File: src/rtl/fft_bank_sequencer.sv
// Memory-side sequencer for the in-place FFT: issues ping-pong bank reads, tracks
// each butterfly pair through memory and datapath latency, and writes results to the other bank.
module fft_bank_sequencer #(
    parameter int ADDR_W   = 10,
    parameter int N_STAGES = 10,
    parameter int MEM_LAT  = 1,
    parameter int BFLY_LAT = 4
) (
    input  logic              clk,
    input  logic              rst_n,
    input  logic              start_i,
    input  logic              addr_valid_i,
    input  logic [ADDR_W-1:0] addr_a_i,
    input  logic [ADDR_W-1:0] addr_b_i,
    input  logic              memsel_i,
    input  logic [ADDR_W-2:0] twiddle_addr_i,
    output logic              rd_en_o,
    output logic              rd_bank_o,
    output logic [ADDR_W-1:0] rd_addr_a_o,
    output logic [ADDR_W-1:0] rd_addr_b_o,
    output logic [ADDR_W-2:0] tw_addr_o,
    output logic              bfly_valid_o,
    output logic              wr_en_o,
    output logic              wr_bank_o,
    output logic [ADDR_W-1:0] wr_addr_a_o,
    output logic [ADDR_W-1:0] wr_addr_b_o,
    output logic [3:0]        stage_o,
    output logic              busy_o,
    output logic              done_o,
    output logic              hazard_o,
    output logic              seq_err_o
);

    localparam int D  = MEM_LAT + BFLY_LAT;
    localparam int PW = ADDR_W - 1;

    typedef enum logic [1:0] {IDLE, RUN, DRAIN} state_t;

    typedef struct packed {
        logic              valid;
        logic              bank;
        logic [ADDR_W-1:0] a;
        logic [ADDR_W-1:0] b;
    } entry_t;

    state_t        state, state_nxt;
    logic [PW-1:0] pair_cnt;
    entry_t        pipe [D-1];
    entry_t        cur  [D];
    logic          accept, last_pair, any_valid, hit, drain_done;

    // cur[0] is the read being issued now; cur[i] is that read i cycles later.
    always_comb begin
        cur[0] = '{valid: rd_en_o, bank: rd_bank_o, a: rd_addr_a_o, b: rd_addr_b_o};
        for (int i = 1; i < D; i++) cur[i] = pipe[i-1];
    end

    // NOTE: every variable written here gets a value before any branch, so no latch is inferred.
    always_comb begin
        any_valid = 1'b0;
        hit       = 1'b0;
        for (int i = 0; i < D; i++) begin
            if (cur[i].valid) begin
                any_valid = 1'b1;
                if ((cur[i].bank != memsel_i) &&
                    (addr_a_i == cur[i].a || addr_a_i == cur[i].b ||
                     addr_b_i == cur[i].a || addr_b_i == cur[i].b))
                    hit = 1'b1;
            end
        end
    end

    assign accept     = (state == RUN) && addr_valid_i;
    assign last_pair  = (&pair_cnt) && (stage_o == 4'(N_STAGES - 1));
    assign drain_done = (state == DRAIN) && wr_en_o && !any_valid;
    assign busy_o     = (state != IDLE);

    always_comb begin
        state_nxt = state;
        case (state)
            IDLE:    if (start_i) state_nxt = RUN;
            RUN:     if (accept && last_pair) state_nxt = DRAIN;
            DRAIN:   if (drain_done) state_nxt = IDLE;
            default: state_nxt = IDLE;
        endcase
    end

    // NOTE: sequential state uses non-blocking assignments so all registers update from pre-edge values.
    always_ff @(posedge clk) begin
        if (!rst_n) state <= IDLE;
        else        state <= state_nxt;
    end

    always_ff @(posedge clk) begin
        if (!rst_n) begin
            rd_en_o      <= 1'b0;
            rd_bank_o    <= 1'b0;
            rd_addr_a_o  <= '0;
            rd_addr_b_o  <= '0;
            tw_addr_o    <= '0;
            bfly_valid_o <= 1'b0;
            wr_en_o      <= 1'b0;
            wr_bank_o    <= 1'b0;
            wr_addr_a_o  <= '0;
            wr_addr_b_o  <= '0;
            done_o       <= 1'b0;
            pair_cnt     <= '0;
            stage_o      <= '0;
            hazard_o     <= 1'b0;
            seq_err_o    <= 1'b0;
            // NOTE: the delay line is cleared on reset so in-flight pairs never produce a write afterwards.
            for (int i = 0; i < D-1; i++) pipe[i] <= '0;
        end else begin
            rd_en_o <= accept;
            if (accept) begin
                rd_bank_o   <= memsel_i;
                rd_addr_a_o <= addr_a_i;
                rd_addr_b_o <= addr_b_i;
                tw_addr_o   <= twiddle_addr_i;
            end

            bfly_valid_o <= cur[MEM_LAT-1].valid;
            pipe[0]      <= cur[0];
            for (int i = 1; i < D-1; i++) pipe[i] <= pipe[i-1];

            // Results land in the opposite bank; addresses hold between writes.
            wr_en_o <= cur[D-1].valid;
            if (cur[D-1].valid) begin
                wr_bank_o   <= ~cur[D-1].bank;
                wr_addr_a_o <= cur[D-1].a;
                wr_addr_b_o <= cur[D-1].b;
            end

            done_o <= drain_done;

            if (state == IDLE && start_i) begin
                pair_cnt  <= '0;
                stage_o   <= '0;
                hazard_o  <= 1'b0;
                seq_err_o <= 1'b0;
            end else if (accept) begin
                pair_cnt <= pair_cnt + PW'(1);
                if ((&pair_cnt) && !last_pair) stage_o <= stage_o + 4'd1;
                if (hit) hazard_o <= 1'b1;
                if (memsel_i != stage_o[0]) seq_err_o <= 1'b1;
            end
        end
    end

endmodule

File: config.mk
export PLATFORM = sky130hd
export DESIGN_NAME = fft_bank_sequencer
export DESIGN_NICKNAME = d
export VERILOG_FILES = /design/src/rtl/fft_bank_sequencer.sv
export SDC_FILE = /design/constraint.sdc
export NUM_CORES = 1
export LEC_CHECK = 0
export BUFFER_PORTS_ARGS = -buffer_cell sky130_fd_sc_hd__buf_2
export CAP_MARGIN = 20
export CORE_MARGIN = 1
export CORE_UTILIZATION = 50
export CTS_CLUSTER_SIZE = 40
export DETAILED_ROUTE_END_ITERATION = 7
export PLACE_DENSITY = 0.67
export RECOVER_POWER = 25
export SLEW_MARGIN = 10
export SYNTH_ARGS = -nofsm -noshare
export SYNTH_HDL_FRONTEND = slang
export SYNTH_SLANG_ARGS = --single-unit
File: constraint.sdc
create_clock -name clk -period 3.8 [get_ports clk]
set_clock_uncertainty 0.15 [all_clocks]
set_input_delay 0.38 -clock clk [delete_from_list [all_inputs] [get_ports clk]]
set_output_delay 0.38 -clock clk [all_outputs]
set_load 0.03 [all_outputs]
After elaboration in Yosys (flattened, before gate mapping):

Memory sizes are Yosys's and may differ from the RTL's.
Index checks and enable logic that the tools add are counted.

* register bits after elaboration: 72
* RAM bits: 88
* input bits: 34
* output and inout bits: 62
* logic and storage cells: 119
* memories: 1

* $add $sub $neg: 2
* eq/ne operators: 32
* mux-type cells: 25
* bitwise logic cells: 6
* reductions and logical operators: 37

Memories
* pipe: depth 4, bits a word 22, read ports 4, clocked after Yosys merged registers in 0, write ports 4, RTL line 48 `entry_t pipe [D-1];`

Operator list (number)
* 10-bit equality test: 20
* 22-bit 2-to-1 mux: 4
* 1-bit 2-to-1 mux: 17
* 1-bit logical OR: 15
* 1-bit logical AND: 12
* 9-bit by 1-bit adder with 9-bit output, second input constant: 1
* 9-bit AND reduction: 1
* 2-bit 2-to-1 mux: 3
* 1-bit inequality test: 6
* 2-bit case mux with 3 select lines: 1
* 2-bit AND reduction: 3
* 4-bit by 1-bit adder with 4-bit output, second input constant: 1
* 4-bit equality test, second input constant: 1
* 2-bit inequality test, second input constant: 2
* 1-bit OR: 4
* 3-bit AND reduction: 1
* 2-bit by 1-bit equality test with 1-bit output, second input constant: 1
* 2-bit equality test, second input constant: 1
* 1-bit zero test: 2
* 2-bit zero test: 1
* 2-bit by 1-bit inequality test with 1-bit output, second input constant: 1
* 1-bit inverter: 2
* 2-bit nonzero test: 1
* 2-bit OR reduction: 1

Logic depth before layout (Yosys ltp):

* depth in word-level cells: 16
* mapped depth: 9

Worst setup path after synthesis:

Ideal clock, no wire load.

* kind: reg2reg
* from: reg pair_cnt[2]
* to: reg stage_o[3]
* arrival: 1684 ps
* required time: 3522 ps
* path slack: 1839 ps
* stages on the path, launching flop included: 10
* path buffers: 1
* cell sequence: dfxtp_1 > nand3_1 > or3_1 > nor2_1 > ha_1 > and3_1 > clkbuf_1 > nand4_1 > xor2_1 > nor2_1

* longest elaborated chain between the ends: 5

Ends and longest elaborated chain
* start, declared: RTL line 47 `logic [PW-1:0] pair_cnt;`
* start signal, assigned: RTL line 142 `pair_cnt <= pair_cnt + PW'(1);`
* 9-bit AND reduction (*): RTL line 74, 143
* 1-bit logical AND: RTL line 74 `assign last_pair = (&pair_cnt) && (stage_o == 4'(N_STAGES - 1));`
* 1-bit zero test: RTL line 143 `if ((&pair_cnt) && !last_pair) stage_o <= stage_o + 4'd1;`
* 1-bit logical AND (*): RTL line 143
* 2-bit AND reduction (no line) (*)
* end signal, assigned: RTL line 143
* end, declared: RTL line 27 `output logic [3:0] stage_o,`

Mark *: on every way between the ends. The rest lies on a longest branch, timed or not.
A chain may end at the register's enable or synchronous reset.

==> impl_results.md <==
- Internal reg-to-reg setup slack: about 1700 ps
- Die height: between 100 and 150 um
- Sequential Power Share: 46.5%
- Number of clock sinks seen by CTS: between 150 and 200
- Final Slew Violations: just over 60
- Pin count of the biggest net entering global routing: 65
- Nature of the critical path startpoint: primary input
- Wire length of the first global-routing pass: 28750 um
- PnR Total Power: 0.003782 W
- Path class of the lowest-slack min-delay path: primary input to flop
- Share of synthesized registers carrying an async set or reset: 0%
- Later-pin clock latency in the skew report: 430 ps
- Failing checks: DRC, capacitance limit, slew limit
- EDFF count, synth: 0
- Top-level I/O count: 96
- Critical R2R Capture: stage_o[3]$_SDFFE_PP0P_
- Antenna violations before repair: 0
- Commonest cells after routing, fill and taps aside: xor2_1 (171), dfxtp_1 (159), buf_2 (86)
- Critical Path RT: ~4000 ps
- WP buf/inv: 2
- CTS hold repair buffers: 0
- Number of iterations in the first detailed-routing pass: 8
- Post-CTS Setup Repair Bufs: 0
- Via count of the first global-routing pass: approximately 5500
- Most frequent standard cell in the layout excluding fill and tap cells: xor2_1
- Top routing layer used: met4
- Worst IR Drop VDD: about 0.33 mV
- Count of warnings emitted by yosys: 0
- Post-synthesis instance total: approximately 750
- Number of endpoints failing setup at the final stage: 0
- DRT Wirelength: about 18000 um
- CP max stage delay: ~1400 ps
- Gates resized, CTS repair: 0
- Number of vias per cell: between 5 and 6
- Cell count of the worst reg-to-reg path: 8
- Post-Synthesis Cell Area: ~7500 um^2
- Number of buffers between clock root and the deepest sink: 2
- Switching share of power: approximately 25%
- Grt ovf: 0
- Setup total negative slack: 0 ps
- Share of total power in combinational logic: 10.0%
- Total met2 wirelength after detailed routing: 8575 um
- Origin of the critical flop-to-flop path: pair_cnt[2]$_SDFFE_PP0P_
- Share of final-layout standard cells stronger than drive strength 1: between 10% and 20%
- Floorplan die area: 15570 um^2
- Total of max-cap violations: 1
- Cell variety after synth: 39
- Crit path cell chain: clkbuf_1, buf_4, and2_1, o22a_1
- Worst hold-check slack: 58.38 ps
- Worst slew pin tran: between 2000 and 2500 ps
- Vias after detailed routing: roughly 5300
- P_leak: around 3.6 nW
- Outcome: finished with violations
- Clock-pin slew reported for the worst setup and hold paths after clock tree synthesis: ~60 ps
- Path length in cells of the critical path: 4
- Normalized max-slew margin: -37.06%
- Achievable clock frequency: 377.1 MHz
- Clock root buffer: clkbuf_16
- NumNets Final: between 800 and 900
- Fin crit share: around 70%
- Part of the total power dissipated in the clock network: a little over two fifths
- Area growth from synthesis to layout: 10.99%
- Hold Vio Cnt, Final: 0
- Net switching power of the design: roughly 0.00093 W
- Start-to-end type of the worst setup path: primary input to flop
- H-Tree Level Count: 4
- DRT antenna net count: 0
- Setup repair after global routing missed its margin: false
- Routability congestion estimate: 0.8948
- Diode count: 0
- Post-Route M1 WL: slightly above 8000 um
- DR WL/cell: roughly 18 um
- Internal cell power: 0.002849 W
- Starting density of the core: 51.46%
- Total CTS buffers: 17
- Final Critical Period: between 2000 and 3000 ps
- Die boundary width: roughly 120 um
- Synth Area per Inst: 10.01 um^2
- Count of fill cells added during filler insertion: 1292
- Count of unresolved DRC violations after routing: 11
- Number of synthesized register bits: ~160
- Global Route Usage Sum: about 24%
- Source of the critical timing path: rst_n
- Arrival @ worst endpoint: 2870 ps
- Capturing element of the worst setup path: rd_addr_a_o[2]$_SDFFE_PN0P_
- Drt initial violations: between 200 and 300
- Area of the core region: about 15000 um^2
- Cell Rows: 44
- Synthesized netlist net count: ~790
- Total half-perimeter wirelength after legalization and detailed placement: approximately 12000 um
- IO Port Bufs: 95
- TritonCTS clock tree: built
- Critical Path Fanout Max: 64
- Capturing element type of the critical path: flop
- Sequential fraction of the synthesis area: ~42%
- Power Dens Cells: 452.2 nW/um^2
- Cell type of the slowest stage on the worst timing path: clkbuf_1
- Met3 wire len: 963 um
- Top Family by Delay on Critical Path: buffers and inverters
- Commonest register cell after synthesis: dfxtp_1
state kept, by name (all words and copies together) (netlist names):
register     flops
seq_err_o        1
tw_addr_o        9
wr_en_o          1
wr_bank_o        1
rd_bank_o        1
done_o           1
rd_addr_a_o     10
state            2
hazard_o         1
rd_addr_b_o     10
wr_addr_a_o     10
stage_o          4
wr_addr_b_o     10
pair_cnt         9
rd_en_o          1
pipe            88
tightest hold or removal path: cells and delay by family:
family                 cells  cell delay [ps]
and+or+nand+nor            1               40
buffers and inverters      1              100
AOI/OAI and AO/OA          1               60
per-stage QoR:
step	cells	util, %	worst slack (ps)	cell area [um^2]
floorplan	753	-	1839	7536
global placement	968	53.21	1619	7792
detailed placement	968	53.21	1503	7792
CTS	1000	57.14	1676	8368
global route	1001	57.12	796.6	8364
finish	1001	57.12	1148	8364
synth_stat cells (2+ instances only):
master | count | share of area (%)
xnor2_1 | 43 | 5.0
ha_1 | 4 | 0.66
or3_1 | 3 | 0.25
a21oi_1 | 5 | 0.33
dfxtp_1 | 159 | 42
inv_1 | 5 | 0.25
buf_2 | 5 | 0.33
o21ai_0 | 2 | 0.13
or2_2 | 2 | 0.17
nand4_1 | 28 | 2.3
clkbuf_1 | 21 | 1.0
a21boi_0 | 9 | 0.90
xor2_1 | 171 | 20
mux2i_1 | 20 | 2.7
buf_4 | 26 | 2.6
nand2_1 | 29 | 1.4
nor2b_1 | 20 | 1.7
nand3_1 | 2 | 0.13
nor4_1 | 41 | 3.4
buf_6 | 14 | 2.1
a32oi_1 | 2 | 0.23
nor2_1 | 16 | 0.80
and2_1 | 91 | 7.6
o22a_1 | 20 | 2.3
kinds of logic (layout without fill, tap and decap cells):
kind of cell / after synthesis / count (layout) / share of synthesized area [%]
AND/OR/NAND/NOR: 239 / 239 / 18.41
flip-flops: 159 / 159 / 42.24
XOR/XNOR: 214 / 214 / 24.87
AO/OA/AOI/OAI: 45 / 45 / 4.649
buffers and inverters: 72 / 136 / 6.508
multiplexers: 20 / 20 / 2.656
adder cells (fa/ha/maj): 4 / 4 / 0.6641
power groups by stage:
stage                     registers (W)  logic (W)  clock network (W)
after global routing            0.00176   0.000407            0.00176
final                           0.00176   0.000380            0.00165
after floorplan                 0.00179   0.000297                  0
after detailed placement        0.00179   0.000373                  0
after global placement          0.00179   0.000362                  0
after CTS                       0.00176   0.000376            0.00168
per-layer routing:
| metal | vias up | track usage, % |
|---|---|---|
| met3 | 38 | 5.241 |
| met1 | 2568 | 30.23 |
| met4 | 0 | 11.26 |
| met2 | 179 | 40.15 |
| met5 | - | 0 |
| li1 | 2562 | - |
layout make-up:
class                      instances  area (um^2)  share of cell area (%)
multi-input combinational        522         3862                   46.18
sequential                       159         3183                   38.06
timing repair buffer              99        494.2                   5.909
clock buffer                      22        464.2                   5.550
tap                              184        230.2                   2.752
clock inverter                    10        111.4                   1.331
inverter                           5        18.77                  0.2244
worst min path at each step:
stage                                         from                   endpoint  slack [ps]  depth (start not counted)
after CTS                        twiddle_addr_i[8]  tw_addr_o[8]$_SDFFE_PN0P_          40                          3
after global routing             twiddle_addr_i[5]  tw_addr_o[5]$_SDFFE_PN0P_          60                          3
after detailed placement  pair_cnt[8]$_SDFFE_PP0P_   pair_cnt[8]$_SDFFE_PP0P_         310                          2
after floorplan           pair_cnt[8]$_SDFFE_PP0P_   pair_cnt[8]$_SDFFE_PP0P_         290                          2
final                            twiddle_addr_i[8]  tw_addr_o[8]$_SDFFE_PN0P_          60                          3
after global placement    pair_cnt[8]$_SDFFE_PP0P_   pair_cnt[8]$_SDFFE_PP0P_         300                          2
No activity file was read; power rests on OpenSTA's default activity.
